<file path="src/rtl/ram_arb_pkg.sv">
// ram_arb_pkg: state encoding, slot owner codes and slot timing for the DRAM arbiter
package ram_arb_pkg;
    localparam logic [2:0] IDLE    = 3'd0;
    localparam logic [2:0] ROW     = 3'd1;
    localparam logic [2:0] COL     = 3'd2;
    localparam logic [2:0] DATA    = 3'd3;
    localparam logic [2:0] PRE     = 3'd4;
    localparam logic [2:0] RF_CAS  = 3'd5;
    localparam logic [2:0] RF_RAS  = 3'd6;
    localparam logic [2:0] RF_HOLD = 3'd7;
    localparam logic [1:0] OWN_CPU = 2'd0;
    localparam logic [1:0] OWN_VID = 2'd1;
    localparam logic [1:0] OWN_SND = 2'd2;
    localparam logic [1:0] OWN_REF = 2'd3;
    localparam int SLOT_LEN = 5;
    localparam int ACK_LAT  = 3;
endpackage

</file>
<file path="src/rtl/ram_refresh_timer.sv">
// ram_refresh_timer: free-running refresh countdown raising a sticky refresh-pending flag
module ram_refresh_timer #(
    parameter int PERIOD = 250,
    parameter int W = 8
) (
    input  logic CLK,
    input  logic RES,
    input  logic clr,
    output logic ref_pend
);
    logic [W-1:0] cnt;
    // count down, reload at zero and flag a refresh; a new expiry wins over a same-cycle clear
    always_ff @(posedge CLK) begin
        if (RES) begin
            cnt      <= W'(PERIOD - 1);
            ref_pend <= 1'b0;
        end else begin
            cnt      <= (cnt == '0) ? W'(PERIOD - 1) : cnt - 1'b1;
            ref_pend <= (cnt == '0) | (ref_pend & ~clr);
        end
    end
endmodule

</file>
<file path="src/rtl/ram_arbiter.sv">
// ram_arbiter: slot arbiter sharing DRAM between CPU, video, sound and refresh (refresh built with RAM_REFRESH_EN)
module ram_arbiter
    import ram_arb_pkg::*;
#(
    parameter int REFRESH_PERIOD = 250,
    parameter int REFRESH_W = 8
) (
    input  logic       CLK,
    input  logic       RES,
    input  logic       RAMCS,
    input  logic       CACT,
    input  logic       nWE,
    input  logic       VidReq,
    input  logic       SndReq,
    output logic       nRAS,
    output logic       nCAS,
    output logic       nRAMWE,
    output logic       RowSel,
    output logic [1:0] Owner,
    output logic       RAMRDY,
    output logic       VidAck,
    output logic       SndAck
);
    logic [2:0] state, nxt;
    logic [1:0] nxt_own;
    logic cpu_served, cpu_pri, we_l, ref_pend, cpu_req, idle, go, grant_cpu;
    assign cpu_req = RAMCS & CACT & ~cpu_served;
    assign idle    = state == IDLE;
    assign go      = ref_pend | cpu_req | VidReq | SndReq;
`ifdef RAM_REFRESH_EN
    ram_refresh_timer #(.PERIOD(REFRESH_PERIOD), .W(REFRESH_W)) u_timer (
        .CLK(CLK),
        .RES(RES),
        .clr(idle & ref_pend),
        .ref_pend(ref_pend)
    );
`else
    assign ref_pend = 1'b0;
`endif
    // grant decision and fixed slot sequencing
    always_comb begin
        grant_cpu = cpu_req & (cpu_pri | ~(VidReq | SndReq));
        nxt_own   = ref_pend ? OWN_REF : grant_cpu ? OWN_CPU : VidReq ? OWN_VID : OWN_SND;
        nxt       = idle ? (ref_pend ? RF_CAS : go ? ROW : IDLE) :
                    state == ROW     ? COL :
                    state == COL     ? DATA :
                    state == DATA    ? PRE :
                    state == RF_CAS  ? RF_RAS :
                    state == RF_RAS  ? RF_HOLD :
                    state == RF_HOLD ? PRE : IDLE;
    end
    // slot state, latched owner/write strobe and CPU fairness bookkeeping
    always_ff @(posedge CLK) begin
        if (RES) begin
            state      <= IDLE;
            Owner      <= OWN_CPU;
            we_l       <= 1'b1;
            cpu_served <= 1'b0;
            cpu_pri    <= 1'b0;
        end else begin
            state <= nxt;
            if (idle & go) begin
                Owner <= nxt_own;
                we_l  <= (nxt_own == OWN_CPU) ? nWE : 1'b1;
            end
            cpu_served <= CACT & (cpu_served | (state == DATA & Owner == OWN_CPU));
            cpu_pri    <= ~CACT ? 1'b0 :
                          (idle & ~ref_pend & grant_cpu) ? 1'b0 :
                          (idle & ~ref_pend & (VidReq | SndReq) & cpu_req) ? 1'b1 : cpu_pri;
        end
    end
    assign nRAS   = ~(state inside {ROW, COL, DATA, RF_RAS, RF_HOLD});
    assign nCAS   = ~(state inside {COL, DATA, RF_CAS, RF_RAS, RF_HOLD});
    assign RowSel = ~(state inside {COL, DATA});
    assign nRAMWE = (state inside {ROW, COL, DATA}) ? we_l : 1'b1;
    assign RAMRDY = (state == DATA) & (Owner == OWN_CPU);
    assign VidAck = (state == DATA) & (Owner == OWN_VID);
    assign SndAck = (state == DATA) & (Owner == OWN_SND);
endmodule
</file>
<file path="config.mk">
export PLATFORM = sky130hd
export DESIGN_NAME = ram_arbiter
export DESIGN_NICKNAME = d
export VERILOG_FILES = /design/src/rtl/ram_arb_pkg.sv /design/src/rtl/ram_refresh_timer.sv /design/src/rtl/ram_arbiter.sv
export SDC_FILE = /design/constraint.sdc
export NUM_CORES = 1
export LEC_CHECK = 0
export ABC_AREA = 0
export CORE_AREA = 2 2 39 41
export DETAILED_ROUTE_END_ITERATION = 7
export DIE_AREA = 0 0 41 43
export PLACE_DENSITY = 0.71
export SYNTH_ARGS = -nofsm -noshare
export SYNTH_HDL_FRONTEND = slang
export SYNTH_SLANG_ARGS = --single-unit
</file>
<file path="constraint.sdc">
create_clock -name CLK -period 3 [get_ports CLK]
set_clock_uncertainty 0.2 [all_clocks]
set_input_delay 0.45 -clock CLK [delete_from_list [all_inputs] [get_ports CLK]]
set_output_delay 0.45 -clock CLK [all_outputs]
set_load 0.01 [all_outputs]
</file>
==> results.yml <==
outcome:
  status: "completed"
place:
  preCtsSetupSlack_ns: 0.8563
  numPortBuffers: 15
  dp_hpwl_um: 641.3
  gp_congestion: 0.7580
  dpl_cell_area_um2: 573.1
sta:
  hold_violations: 0
  drv_slew: 0
  grt_setup_unrepaired: "false"
  worst_slew_margin_rel: 0.7682
  worstMarginPinSlew_ns: 0.3476
  layout_min_cycle_time_ns: 2.428
  fmax_ghz: 0.4119
  worst_slack_ns: 0.5723
  tns_ns: 0
  post-route-period-util: 0.8092
  report.final.setup_viol: 0
cts:
  cts_tree: "built"
  ctsHtreeMaxLevel: 1
  cts-resized-gates: 0
  numCtsBuffers: 3
  cts_hold_repair.buffers: 0
  numClockSinks: 8
  clkLatencyLatePin_ns: 0.25
  worst_setup_hold_path_clk_slew_ns: 0.05
  clockBufferDepth: 2
  post-cts-setup-buffers: 0
  cts_root_buf: "clkbuf_4"
routing:
  firstDrtPassIters: 1
  finalWirelength_um: 838
  drt_iter0_drc: 0
  wl_per_cell_um: 10.35
  remaining_drc_errors: 0
  vias: 390
  avgViaCountPerCell: 4.815
  ant_nets: 0
power:
  power_density_mw_per_mm2: 679.1
  p_switching_mw: 0.1325
  irDropWorstVdd_mv: 0.2941
  p_leak_nw: 0.2034
  swShare: 0.3275
  power_frac_seq: 0.392
  finalPower_mw: 0.4045
  clock_power_share: 0.201
  p_int_mw: 0.2720
  comb_power_share: 0.407
synthesis:
  yosys.area_share.adder: 0
  ys_warn_count: 0
  syn_inst: 50
  yosysUniqueCellTypes: 26
  yosysSeqAreaShare: 0.3798
  syn_avg_cell_area_um2: 8.433
  syn_area_um2: 421.7
  synth.largest_area_cell: "dfxtp_1"
  synth_top_family_by_area: "simple AND/OR/NAND/NOR gates"
  muxShareOfSynthArea: 0.04748
  yosys.area_share.simple: 0.2878
  synth_edf_count: 0
  synth.top_cells.by_area: "dfxtp_1, a21oi_1, mux2i_1, o21ai_0, o21ba_2"
  synth_common_cells: "dfxtp_1, nor2_1, a21oi_1, o21ai_0, nand2_1"
  yosys.area_share.xor_xnor: 0.02077
  synth_ff_type: "dfxtp_1"
  syn_nets: 57
  synth_most_common_cell: "dfxtp_1"
  synth_top_area_frac: 0.3798
  synth-seq-cells: 8
  synth_compound_area_frac: 0.2107
  synthArstFlopShare: 0
floorplanning:
  io_pins: 16
  start_util: 0.3047
  die_x_um: 41
  die_h_um: 43
  rows: 14
  core_region_area_mm2: 0.001384
  die_area_mm2: 0.001763
layout:
  fin_nets: 74
  diodes: 0
  area_growth_pct: 41.25
  drive_gt1_frac: 0.1077
  final_cell_area_um2: 595.6
grt:
  grt_max_degree: 12
  grt_pass1_vias: 307
  track_usage: 0.1097
  antenna_found_initial: 0
  grt-ovfl-total: 0
  grt_pass1_wl_mm: 1.283
setup_path:
  r2r_cells: 3
  critical_path_required_ns: 2.35
  worstReg2RegEnd: "cpu_pri"
  r2r-start: "state[0]"
  endpoint_kind: "output pin"
  startpoint_type: "flip-flop"
  startpoint: "state[1]"
  cp_max_fo: 11
  path_class: "reg -> out"
  worst_ep_arrival_time_ns: 1.78
  r2r_slack_ns: 1.28
hold_path:
  min-delay-start: "cpu_served"
  min_path_type: "reg -> reg"
  hold_end: "cpu_served"
  min_delay_path_depth: 1
flow_run:
  drv_cap: 0
registers in the layout, summed over array words and instances (netlist names):
signal / count
Owner: 2
we_l: 1
cpu_served: 1
state: 3
cpu_pri: 1
how the worst max path moves through the flow:
| stage | end | depth (start not counted) |
|---|---|---|
| 2_1_floorplan | VidAck | 3 |
| 3_3_place_gp | RAMRDY | 3 |
| 3_5_place_dp | RAMRDY | 3 |
| 4_1_cts | RAMRDY | 3 |
| 5_1_grt | RAMRDY | 3 |
| 6_report | RAMRDY | 3 |
stage by stage:
stage	utilization	instances	hold slack (ns)
global placement	0.4141	78	0.2447
global route	0.4304	81	0.2992
CTS	0.4304	81	0.2686
floorplan	-	50	0.2319
detailed placement	0.4141	78	0.2535
finish	0.4304	81	0.2623
worst max-delay path, cell delays in order (launching register included):
cell             delay [ns]
dfxtp_1                0.49
nand3b_1               0.18
nor3_1                 0.26
clkdlybuf4s50_1        0.60
logic make-up after synthesis:
kind of cell           Yosys count
AO/OA/AOI/OAI                   14
XOR/XNOR                         1
buffers and inverters            4
flip-flops                       8
multiplexers                     2
AND/OR/NAND/NOR                 21
area by class of cell:
class / count / area (um^2)
clock buffer: 3 / 22.52
fill: 143 / 788.3
inverter: 1 / 3.754
multi-input combinational: 38 / 239.0
sequential: 8 / 160.2
tap: 16 / 20.02
timing repair buffer: 15 / 150.1
cell usage in the layout (no fill, tap or decap), types with 2 or more instances in the layout:
cell	count
nor2_1	5
dfxtp_1	8
clkbuf_4	3
nand2_1	3
o21ai_0	4
clkdlybuf4s50_1	15
a21oi_1	4
nor3_1	2
nand3b_1	2
nor3b_1	2
o21ba_2	2
mux2i_1	2
power by group through the flow:
stage | Combinational [mW] | Clock [mW] | Sequential (mW)
2_1_floorplan | 0.120 | 0 | 0.143
3_3_place_gp | 0.167 | 0 | 0.159
3_5_place_dp | 0.165 | 0 | 0.161
4_1_cts | 0.167 | 0.0850 | 0.159
5_1_grt | 0.180 | 0.0901 | 0.164
6_report | 0.165 | 0.0813 | 0.159
per-layer routing:
| metal | GRT usage | vias to the layer above | wire length [um] |
|---|---|---|---|
| li1 | - | 209 | - |
| met1 | 0.1586 | 168 | 411 |
| met2 | 0.1313 | 11 | 362 |
| met3 | 0.03141 | 2 | 48 |
| met4 | 0.08000 | 0 | 15 |
| met5 | 0 | - | 0 |
Power figures use the tool's default switching activity.
